### src/rtl/dm_hart_ctrl.sv
// Multi-hart run-control engine for the debug module: per-hart halt/resume FSMs,
// hart-array-mask selection, halt groups, havereset tracking and dmstatus any/all summaries.
module dm_hart_ctrl #(
    parameter int NrHarts    = 4,
    parameter int NrGroups   = 2,
    parameter int HartSelLen = 20
) (
    input  logic                       clk_i,
    input  logic                       rst_ni,
    input  logic                       dmactive_i,
    input  logic [HartSelLen-1:0]      hartsel_i,
    input  logic                       hasel_i,
    input  logic [NrHarts-1:0]         hamask_i,
    input  logic                       haltreq_i,
    input  logic                       resumereq_i,
    input  logic                       ackhavereset_i,
    input  logic                       grp_wr_valid_i,
    input  logic [$clog2(NrHarts):0]   grp_wr_hart_i,
    input  logic [3:0]                 grp_wr_id_i,
    input  logic [NrHarts-1:0]         halted_i,
    input  logic [NrHarts-1:0]         resuming_i,
    input  logic [NrHarts-1:0]         hart_reset_i,
    input  logic [NrHarts-1:0]         unavailable_i,
    output logic [NrHarts-1:0]         debug_req_o,
    output logic [NrHarts-1:0]         resume_o,
    output logic                       anyhalted_o,
    output logic                       allhalted_o,
    output logic                       anyrunning_o,
    output logic                       allrunning_o,
    output logic                       anyunavail_o,
    output logic                       allunavail_o,
    output logic                       anynonexistent_o,
    output logic                       allnonexistent_o,
    output logic                       anyresumeack_o,
    output logic                       allresumeack_o,
    output logic                       anyhavereset_o,
    output logic                       allhavereset_o
);

    localparam int HartIdxW = $clog2(NrHarts) + 1;

    typedef enum logic [1:0] {
        ST_RUN,
        ST_HALTING,
        ST_HALTED,
        ST_RESUMING
    } hart_state_e;

    hart_state_e        r_state [NrHarts];
    logic [3:0]         r_group [NrHarts];
    logic [NrHarts-1:0] r_debugReq;
    logic [NrHarts-1:0] r_resume;
    logic [NrHarts-1:0] r_resumeAck;
    logic [NrHarts-1:0] r_haveReset;
    logic [NrHarts-1:0] r_haltedPrev;

    logic [NrHarts-1:0] w_match;
    logic [NrHarts-1:0] w_sel;
    logic               w_selNz;
    logic               w_nonexist;
    logic [NrHarts-1:0] w_haltedRise;
    logic [15:0]        w_trigGroups;
    logic [NrHarts-1:0] w_grpHit;
    logic [NrHarts-1:0] w_isHalted;
    logic [NrHarts-1:0] w_isRunning;

    // An out-of-range hartsel matches no hart, which is exactly the nonexistent case.
    always_comb begin
        for (int i = 0; i < NrHarts; i++) begin
            w_match[i] = (hartsel_i == HartSelLen'(i));
        end
        w_nonexist = ~|w_match;
        w_sel      = w_match | (hasel_i ? hamask_i : '0);
        w_selNz    = |w_sel;
    end

    assign w_haltedRise = halted_i & ~r_haltedPrev;

    always_comb begin
        w_trigGroups = '0;
        for (int j = 0; j < NrHarts; j++) begin
            if (w_haltedRise[j] && (r_group[j] != 4'd0)) begin
                w_trigGroups[r_group[j]] = 1'b1;
            end
        end
        for (int k = 0; k < NrHarts; k++) begin
            w_grpHit[k] = (r_group[k] != 4'd0) && w_trigGroups[r_group[k]];
        end
    end

    always_ff @(posedge clk_i) begin
        if (!rst_ni || !dmactive_i) begin
            for (int i = 0; i < NrHarts; i++) begin
                r_state[i] <= ST_RUN;
            end
            r_debugReq  <= '0;
            r_resume    <= '0;
            r_resumeAck <= '0;
        end else begin
            for (int i = 0; i < NrHarts; i++) begin
                if (hart_reset_i[i]) begin
                    r_state[i]    <= ST_RUN;
                    r_debugReq[i] <= 1'b0;
                    r_resume[i]   <= 1'b0;
                end else begin
                    case (r_state[i])
                        ST_RUN: begin
                            if (halted_i[i]) begin
                                r_state[i]    <= ST_HALTED;
                                r_debugReq[i] <= 1'b0;
                            end else if ((haltreq_i && w_sel[i]) || w_grpHit[i]) begin
                                r_state[i]    <= ST_HALTING;
                                r_debugReq[i] <= 1'b1;
                            end
                        end
                        ST_HALTING: begin
                            if (halted_i[i]) begin
                                r_state[i]    <= ST_HALTED;
                                r_debugReq[i] <= 1'b0;
                            end
                        end
                        ST_HALTED: begin
                            // A pending halt or a same-cycle group trigger outranks a resume.
                            if (!halted_i[i]) begin
                                r_state[i] <= ST_RUN;
                            end else if (resumereq_i && w_sel[i] && !haltreq_i && !w_grpHit[i]) begin
                                r_state[i]     <= ST_RESUMING;
                                r_resume[i]    <= 1'b1;
                                r_resumeAck[i] <= 1'b0;
                            end
                        end
                        ST_RESUMING: begin
                            if (resuming_i[i]) begin
                                r_state[i]     <= ST_RUN;
                                r_resume[i]    <= 1'b0;
                                r_resumeAck[i] <= 1'b1;
                            end
                        end
                        default: begin
                            r_state[i]    <= ST_RUN;
                            r_debugReq[i] <= 1'b0;
                            r_resume[i]   <= 1'b0;
                        end
                    endcase
                end
            end
        end
    end

    // havereset survives a dmactive clear; a hart reset beats a simultaneous ack.
    always_ff @(posedge clk_i) begin
        if (!rst_ni) begin
            r_haveReset  <= '1;
            r_haltedPrev <= '0;
            for (int i = 0; i < NrHarts; i++) begin
                r_group[i] <= 4'd0;
            end
        end else begin
            r_haltedPrev <= halted_i;
            for (int i = 0; i < NrHarts; i++) begin
                if (hart_reset_i[i]) begin
                    r_haveReset[i] <= 1'b1;
                end else if (ackhavereset_i && w_sel[i]) begin
                    r_haveReset[i] <= 1'b0;
                end
                if (!dmactive_i) begin
                    r_group[i] <= 4'd0;
                end else if (grp_wr_valid_i && (grp_wr_hart_i == HartIdxW'(i))
                             && (grp_wr_id_i <= 4'(NrGroups))) begin
                    r_group[i] <= grp_wr_id_i;
                end
            end
        end
    end

    always_comb begin
        for (int i = 0; i < NrHarts; i++) begin
            w_isHalted[i]  = (r_state[i] == ST_HALTED) && !unavailable_i[i];
            w_isRunning[i] = ((r_state[i] == ST_RUN) || (r_state[i] == ST_HALTING))
                             && !unavailable_i[i];
        end
    end

    assign debug_req_o = r_debugReq;
    assign resume_o    = r_resume;

    assign anyhalted_o      = |(w_isHalted & w_sel);
    assign allhalted_o      = w_selNz & (&(w_isHalted | ~w_sel));
    assign anyrunning_o     = |(w_isRunning & w_sel);
    assign allrunning_o     = w_selNz & (&(w_isRunning | ~w_sel));
    assign anyunavail_o     = |(unavailable_i & w_sel);
    assign allunavail_o     = w_selNz & (&(unavailable_i | ~w_sel));
    assign anyresumeack_o   = |(r_resumeAck & w_sel);
    assign allresumeack_o   = w_selNz & (&(r_resumeAck | ~w_sel));
    assign anyhavereset_o   = |(r_haveReset & w_sel);
    assign allhavereset_o   = w_selNz & (&(r_haveReset | ~w_sel));
    assign anynonexistent_o = w_nonexist;
    assign allnonexistent_o = w_nonexist;

endmodule

### config.mk
export PLATFORM = sky130hd
export DESIGN_NAME = dm_hart_ctrl
export DESIGN_NICKNAME = d
export VERILOG_FILES = /design/src/rtl/dm_hart_ctrl.sv
export SDC_FILE = /design/constraint.sdc
export NUM_CORES = 1
export LEC_CHECK = 0
export CORE_MARGIN = 2
export CORE_UTILIZATION = 54
export CTS_BUF_LIST = sky130_fd_sc_hd__clkbuf_8
export CTS_CLUSTER_SIZE = 8
export DETAILED_ROUTE_END_ITERATION = 16
export PLACE_DENSITY = 0.83
export SLEW_MARGIN = 20
export SYNTH_ARGS = -nofsm -noshare
export SYNTH_HDL_FRONTEND = slang
export SYNTH_SLANG_ARGS = --single-unit
### constraint.sdc
create_clock -name clk_i -period 3.04 [get_ports clk_i]
set_input_delay 0.304 -clock clk_i [delete_from_list [all_inputs] [get_ports clk_i]]
set_output_delay 0.304 -clock clk_i [all_outputs]
set_load 0.02 [all_outputs]
[After elaboration in Yosys (flattened, before gate mapping)]
Memory sizes are Yosys's and may differ from the RTL's.
Index checks and enable logic that the tools add are counted.
Operators by class
  $lt $le $gt $ge: 9
  reductions and logical operators: 119
  equality and inequality tests: 38
  mux-type cells: 263
  bitwise logic cells: 63
Operator list (number)
  two-way mux 1 bit: 202
  two-way mux 16 bit: 4
  two-way mux 2 bit: 28
  logical AND 1 bit: 48
  OR 16 bit: 3
  equality test 20 x 2 -> 1 bit (second input constant): 2
  two-way mux 4 bit: 9
  OR 1 bit: 36
  AND reduction 4 bit: 9
  inequality test 2 bit (second input constant): 16
  OR reduction 4 bit: 7
  AND 4 bit: 6
  OR 4 bit: 6
  one-hot mux 1 bit (2 select lines): 12
  equality test 20 x 1 -> 1 bit (second input constant): 1
  logical NOT 20 bit: 1
  < comparator 4 x 5 -> 1 bit (second input constant): 4
  AND reduction 5 bit: 4
  binary-select mux 1 bit (select 4 bit): 4
  demux 1 bit (select 4 bit): 4
  equality test 2 bit (second input constant): 8
  >= comparator 4 x 1 -> 1 bit (second input constant): 4
  nonzero test 2 bit: 8
  nonzero test 4 bit: 4
  other kinds (14): 62
Storage, ports and cells
  register bits after elaboration: 20
  bits in writable memories: 24
  memories kept: 2
  input port bits: 55
Memories
  r_group: words 4, width 4, read ports 4, clocked after Yosys merged registers in 0, write ports 4, RTL line 50  | logic [3:0] r_group [NrHarts];
  r_state: words 4, width 2, read ports 4, clocked after Yosys merged registers in 0, write ports 4, RTL line 49  | hart_state_e r_state [NrHarts];

[Depth between registers and ports, before layout]
  depth after elaboration: 26
  gate-level depth with buffers: 8
  gate-level depth less buffers: 7

[Least setup slack after synthesis]
OpenSTA, ideal clock, no wires.
  kind: input port to output port
  from: input port hartsel_i[6]
  to: output port allhalted_o
  stages on the path: 8
  path buffers: 1
  required time: 2.736 ns
  arrival: 2.365 ns
  slack: 0.371 ns
  cell sequence: nor4_1 nand3_1 or2_1 buf_2 o21ai_1 nor4_1 nand2b_1 nor3_1
Between the ends
  cells in the longest elaborated chain, start to end: 6
  elaborated cells on any way between the ends: 10
Ends and longest elaborated chain
  start: declaration: RTL line 11  | input logic [HartSelLen-1:0] hartsel_i,
  equality test 20 x 1 -> 1 bit (tied with other cells): RTL line 70  | w_match[i] = (hartsel_i == HartSelLen'(i));
  OR 4 bit (*): RTL line 73  | w_sel = w_match | (hasel_i ? hamask_i : '0);
  inverter 4 bit: RTL line 188  | assign allhalted_o = w_selNz & (&(w_isHalted | ~w_sel));
  OR 4 bit: RTL line 188
  AND reduction 4 bit: RTL line 188
  AND 1 bit (*): RTL line 188
  end: declaration: RTL line 27  | output logic allhalted_o,
Mark *: on every way between the ends. The rest lies on a longest branch, timed or not.

==> flow_summary_export.csv <==
group,metric,value,unit
floorplan,core.rowCount,30,
sta,setup_viol,0,
critical_path,cpPeakStageDelay,0.56,ns
routing,first_pass_iters,6,
critical_path,path_cells,"nor4b_1 -> buf_4 -> a32oi_1 -> nand3_1 -> a2111oi_0 -> a311oi_1 -> buf_4 -> o21a_1 -> buf_4 -> a22o_1",
clock_network,hold_buffers,0,
global_routing,antenna_found_initial,0,
synth,synth_area,3850,um2
clock_network,cts_buffers,5,
placed_design,portBuffers,74,
synth,ys_ff_latch,44,
synth,synth_top_cell_area_share,18.7,%
critical_path,crit_type,"reg -> reg",
critical_path,cp-start-kind,"flop",
clock_network,h-tree-depth,2,
sta,fmax,338,MHz
clock_network,clockBufferDepth,2,
sta,layout_min_cycle_time,2.96,ns
layout,fin_nets,669,
floorplan,die_area,7820,um2
critical_path,cp_max_fo,8,
synth,syn_avg_cell_area,8.12,um2
routing,post-route-drc-count,0,
synth,synth_enable_flop_cells,24,
floorplan,start_util,56.3,%
flow_run,maxCapViolCount,0,
critical_path,cp_slowest_cell,"a2111oi_0",
synth,synth_flop_cell,"edfxtp_1",
global_routing,grt_max_degree,15,
global_routing,globalRouteTotalUtil,36.1,%
sta,clock_skew,0.0115,ns
routing,dr_total_vias,4731,
placed_design,gp_congestion,1.01,
synth,synthArstFlopShare,0,%
floorplan,io_pins,75,
critical_path,cp.arrival,3.03,ns
synth,ys_seq_area_share,29.1,%
routing,wl_per_cell,20.3,um
clock_network,clockRootBuffer,"clkbuf_8",
layout,finalNonFillerCells,711,
sta,holdWs,0.462,ns
clock_network,clock_latency,0.31,ns
sta,max-slew-margin-rel,66.8,%
critical_path,crit_top_cell,"buf_4",
sta,finalHoldViolations,0,
critical_path,endpoint_kind,"flop",
sta,finalMaxSlewViolations,0,
clock_network,cts.sinks,44,
routing,antenna_left,0,
floorplan,die_x,88.4,um
synth,synth_area_leaders,"edfxtp_1 19%, dfxtp_1 10%, nand2_1 5.1%",
power_and_ir_drop,power_density,312,nW/um2
global_routing,grt_overflow,0,
routing,vias_per_cell,6.65,
critical_path,required,3.11,ns
global_routing,grt_pass1_vias,4532,
run_status,outcome,"finished clean",
synth,synth_cell_types,70,
sta,worst_pin_slew,0.485,ns
layout,drive_above_1_share,17.7,%
power_and_ir_drop,leakage,2.00,nW
layout,final_area,5300,um2
power_and_ir_drop,peakVddDrop,0.268,mV
floorplan,core_area,6830,um2
placed_design,dp.cells,697,
synth,yosysTopAreaCell,"edfxtp_1",
sta,tns,0,ns
synth,syn_inst,474,
placed_design,hpwl,11100,um
layout,diodes,0,
placed_design,place_area,5130,um2
layout,post-route-util,77.5,%
synth,yosys_warnings,0,
clock_network,clk_pin_slew,0.09,ns
clock_network,cts_tree,"yes",
sta,period_share,97.4,%
routing,first_iter_violations,485,
global_routing,grt_pass1_wl,21600,um
layout,syn2layout_area_growth,37.6,%
routing,drt_wl_total,14400,um
worst_hold_path,hp-class,"reg -> reg",
floorplan,die_h,88.4,um
==> placed cells by master (no fill, tap or decap), types with 4 or more instances in the layout <==
| cell type | n |
|---|---|
| inv_1 | 13 |
| or2_1 | 5 |
| a22oi_1 | 11 |
| o21ai_1 | 5 |
| or4_1 | 4 |
| nand4b_1 | 6 |
| and2_1 | 12 |
| o22ai_1 | 17 |
| nor4b_1 | 4 |
| nor4_1 | 10 |
| dfxtp_1 | 20 |
| nand3_1 | 24 |
| nor2b_1 | 9 |
| o41ai_2 | 4 |
| o21ai_0 | 9 |
| nand4bb_1 | 4 |
| nand3b_1 | 5 |
| o31ai_1 | 6 |
| nand2b_1 | 21 |
| clkbuf_8 | 6 |
| a2111oi_0 | 4 |
| nor2_1 | 44 |
| a21oi_1 | 17 |
| a31oi_1 | 8 |
| o22a_1 | 5 |
| edfxtp_1 | 24 |
| buf_4 | 75 |
| dlymetal6s2s_1 | 5 |
| o22ai_2 | 4 |
| clkdlybuf4s50_1 | 64 |
| nor3_1 | 26 |
| conb_1 | 8 |
| o211ai_1 | 8 |
| dlygate4sd2_1 | 5 |
| nand2_1 | 52 |
| nand4_1 | 8 |
==> power breakdown <==
group	leakage (nW)	switching [W]	total, W	internal [W]
Clock	0.0510	0.000214	0.000396	0.000182
Combinational	1.52	0.000276	0.000548	0.000272
Sequential	0.427	0.0000552	0.000710	0.000655
Total	2.00	0.000546	0.00165	0.00111
==> synth_stat cells, drive strengths merged (8+ instances only) <==
library cell,n
o21ai,14
nand2b,21
nand4bb,8
a21oi,17
nand3,24
inv,13
o211ai,8
dfxtp,20
nor3,26
a22oi,11
a31oi,8
o22ai,21
nor2,44
nor4,11
buf,16
nor2b,9
edfxtp,24
nand2,52
and2,12
nand4,8
==> area by class of cell <==
type | count | area, um2
sequential | 44 | 1120
multi-input combinational | 401 | 2600
tap | 96 | 120
timing repair buffer | 149 | 1310
clock inverter | 2 | 10.0
fill | 505 | 1540
inverter | 13 | 48.8
clock buffer | 6 | 82.6
==> per-stage QoR <==
stage | total power (W) | setup slack [ns]
detailed placement | 0.00125 | -0.127
global route | 0.00171 | -0.0323
global placement | 0.00124 | -0.0898
finish | 0.00165 | 0.0793
floorplan | 0.000984 | 0.371
CTS | 0.00163 | 0.000490
==> final timing paths <==
| check | to | from | depth (start not counted) | slack, ns |
|---|---|---|---|---|
| worst max-delay path | r_state[1][0] | r_group[3][3] | 10 | 0.08 |
| worst min register to register | resume_o[2] | resume_o[2] | 2 | 0.46 |
| worst min-delay path | resume_o[2] | resume_o[2] | 2 | 0.46 |
| worst max register to register | r_state[1][0] | r_group[3][3] | 10 | 0.08 |
==> cell families (layout without fill, tap and decap cells) <==
kind of cell           after synthesis  after routing  synth area share [%]
and+or+nand+nor                    254            254                  38.1
AOI/OAI and AO/OA                  136            136                  26.8
DFF                                 44             44                  29.1
buffers and inverters               36            170                  4.39
muxes                                3              3                  1.46
other                                1              8                0.0974
==> registers in the layout (all words and copies together), names as in the netlist <==
register,count
debug_req_o,4
r_haltedPrev,4
r_group,16
r_haveReset,4
resume_o,4
r_resumeAck,4
r_state,8
==> repair_timing <==
action / CTS / global route
pin swaps: 0 / 1
endpoints found under the setup margin: 7 / 7
resized for setup: 6 / 7
setup buffers: 0 / 6
==> layer usage <==
layer  up-vias  global-route usage, %  part of all wire [%]
met5         -                      0                     0
met4         0                   22.6                   6.4
met3        97                   5.88                    10
met2       363                   62.7                    48
met1      2142                   41.1                    35
li1       2129                      -                     -
==> worst max-delay path: cells and delay by family, from the launching register on <==
| kind | cells | cell delay, ns |
|---|---|---|
| compound gates | 5 | 1.36 |
| buf+inv | 3 | 0.48 |
| flops | 1 | 0.55 |
| simple gates | 2 | 0.35 |
(Power assumes the default switching activity.)
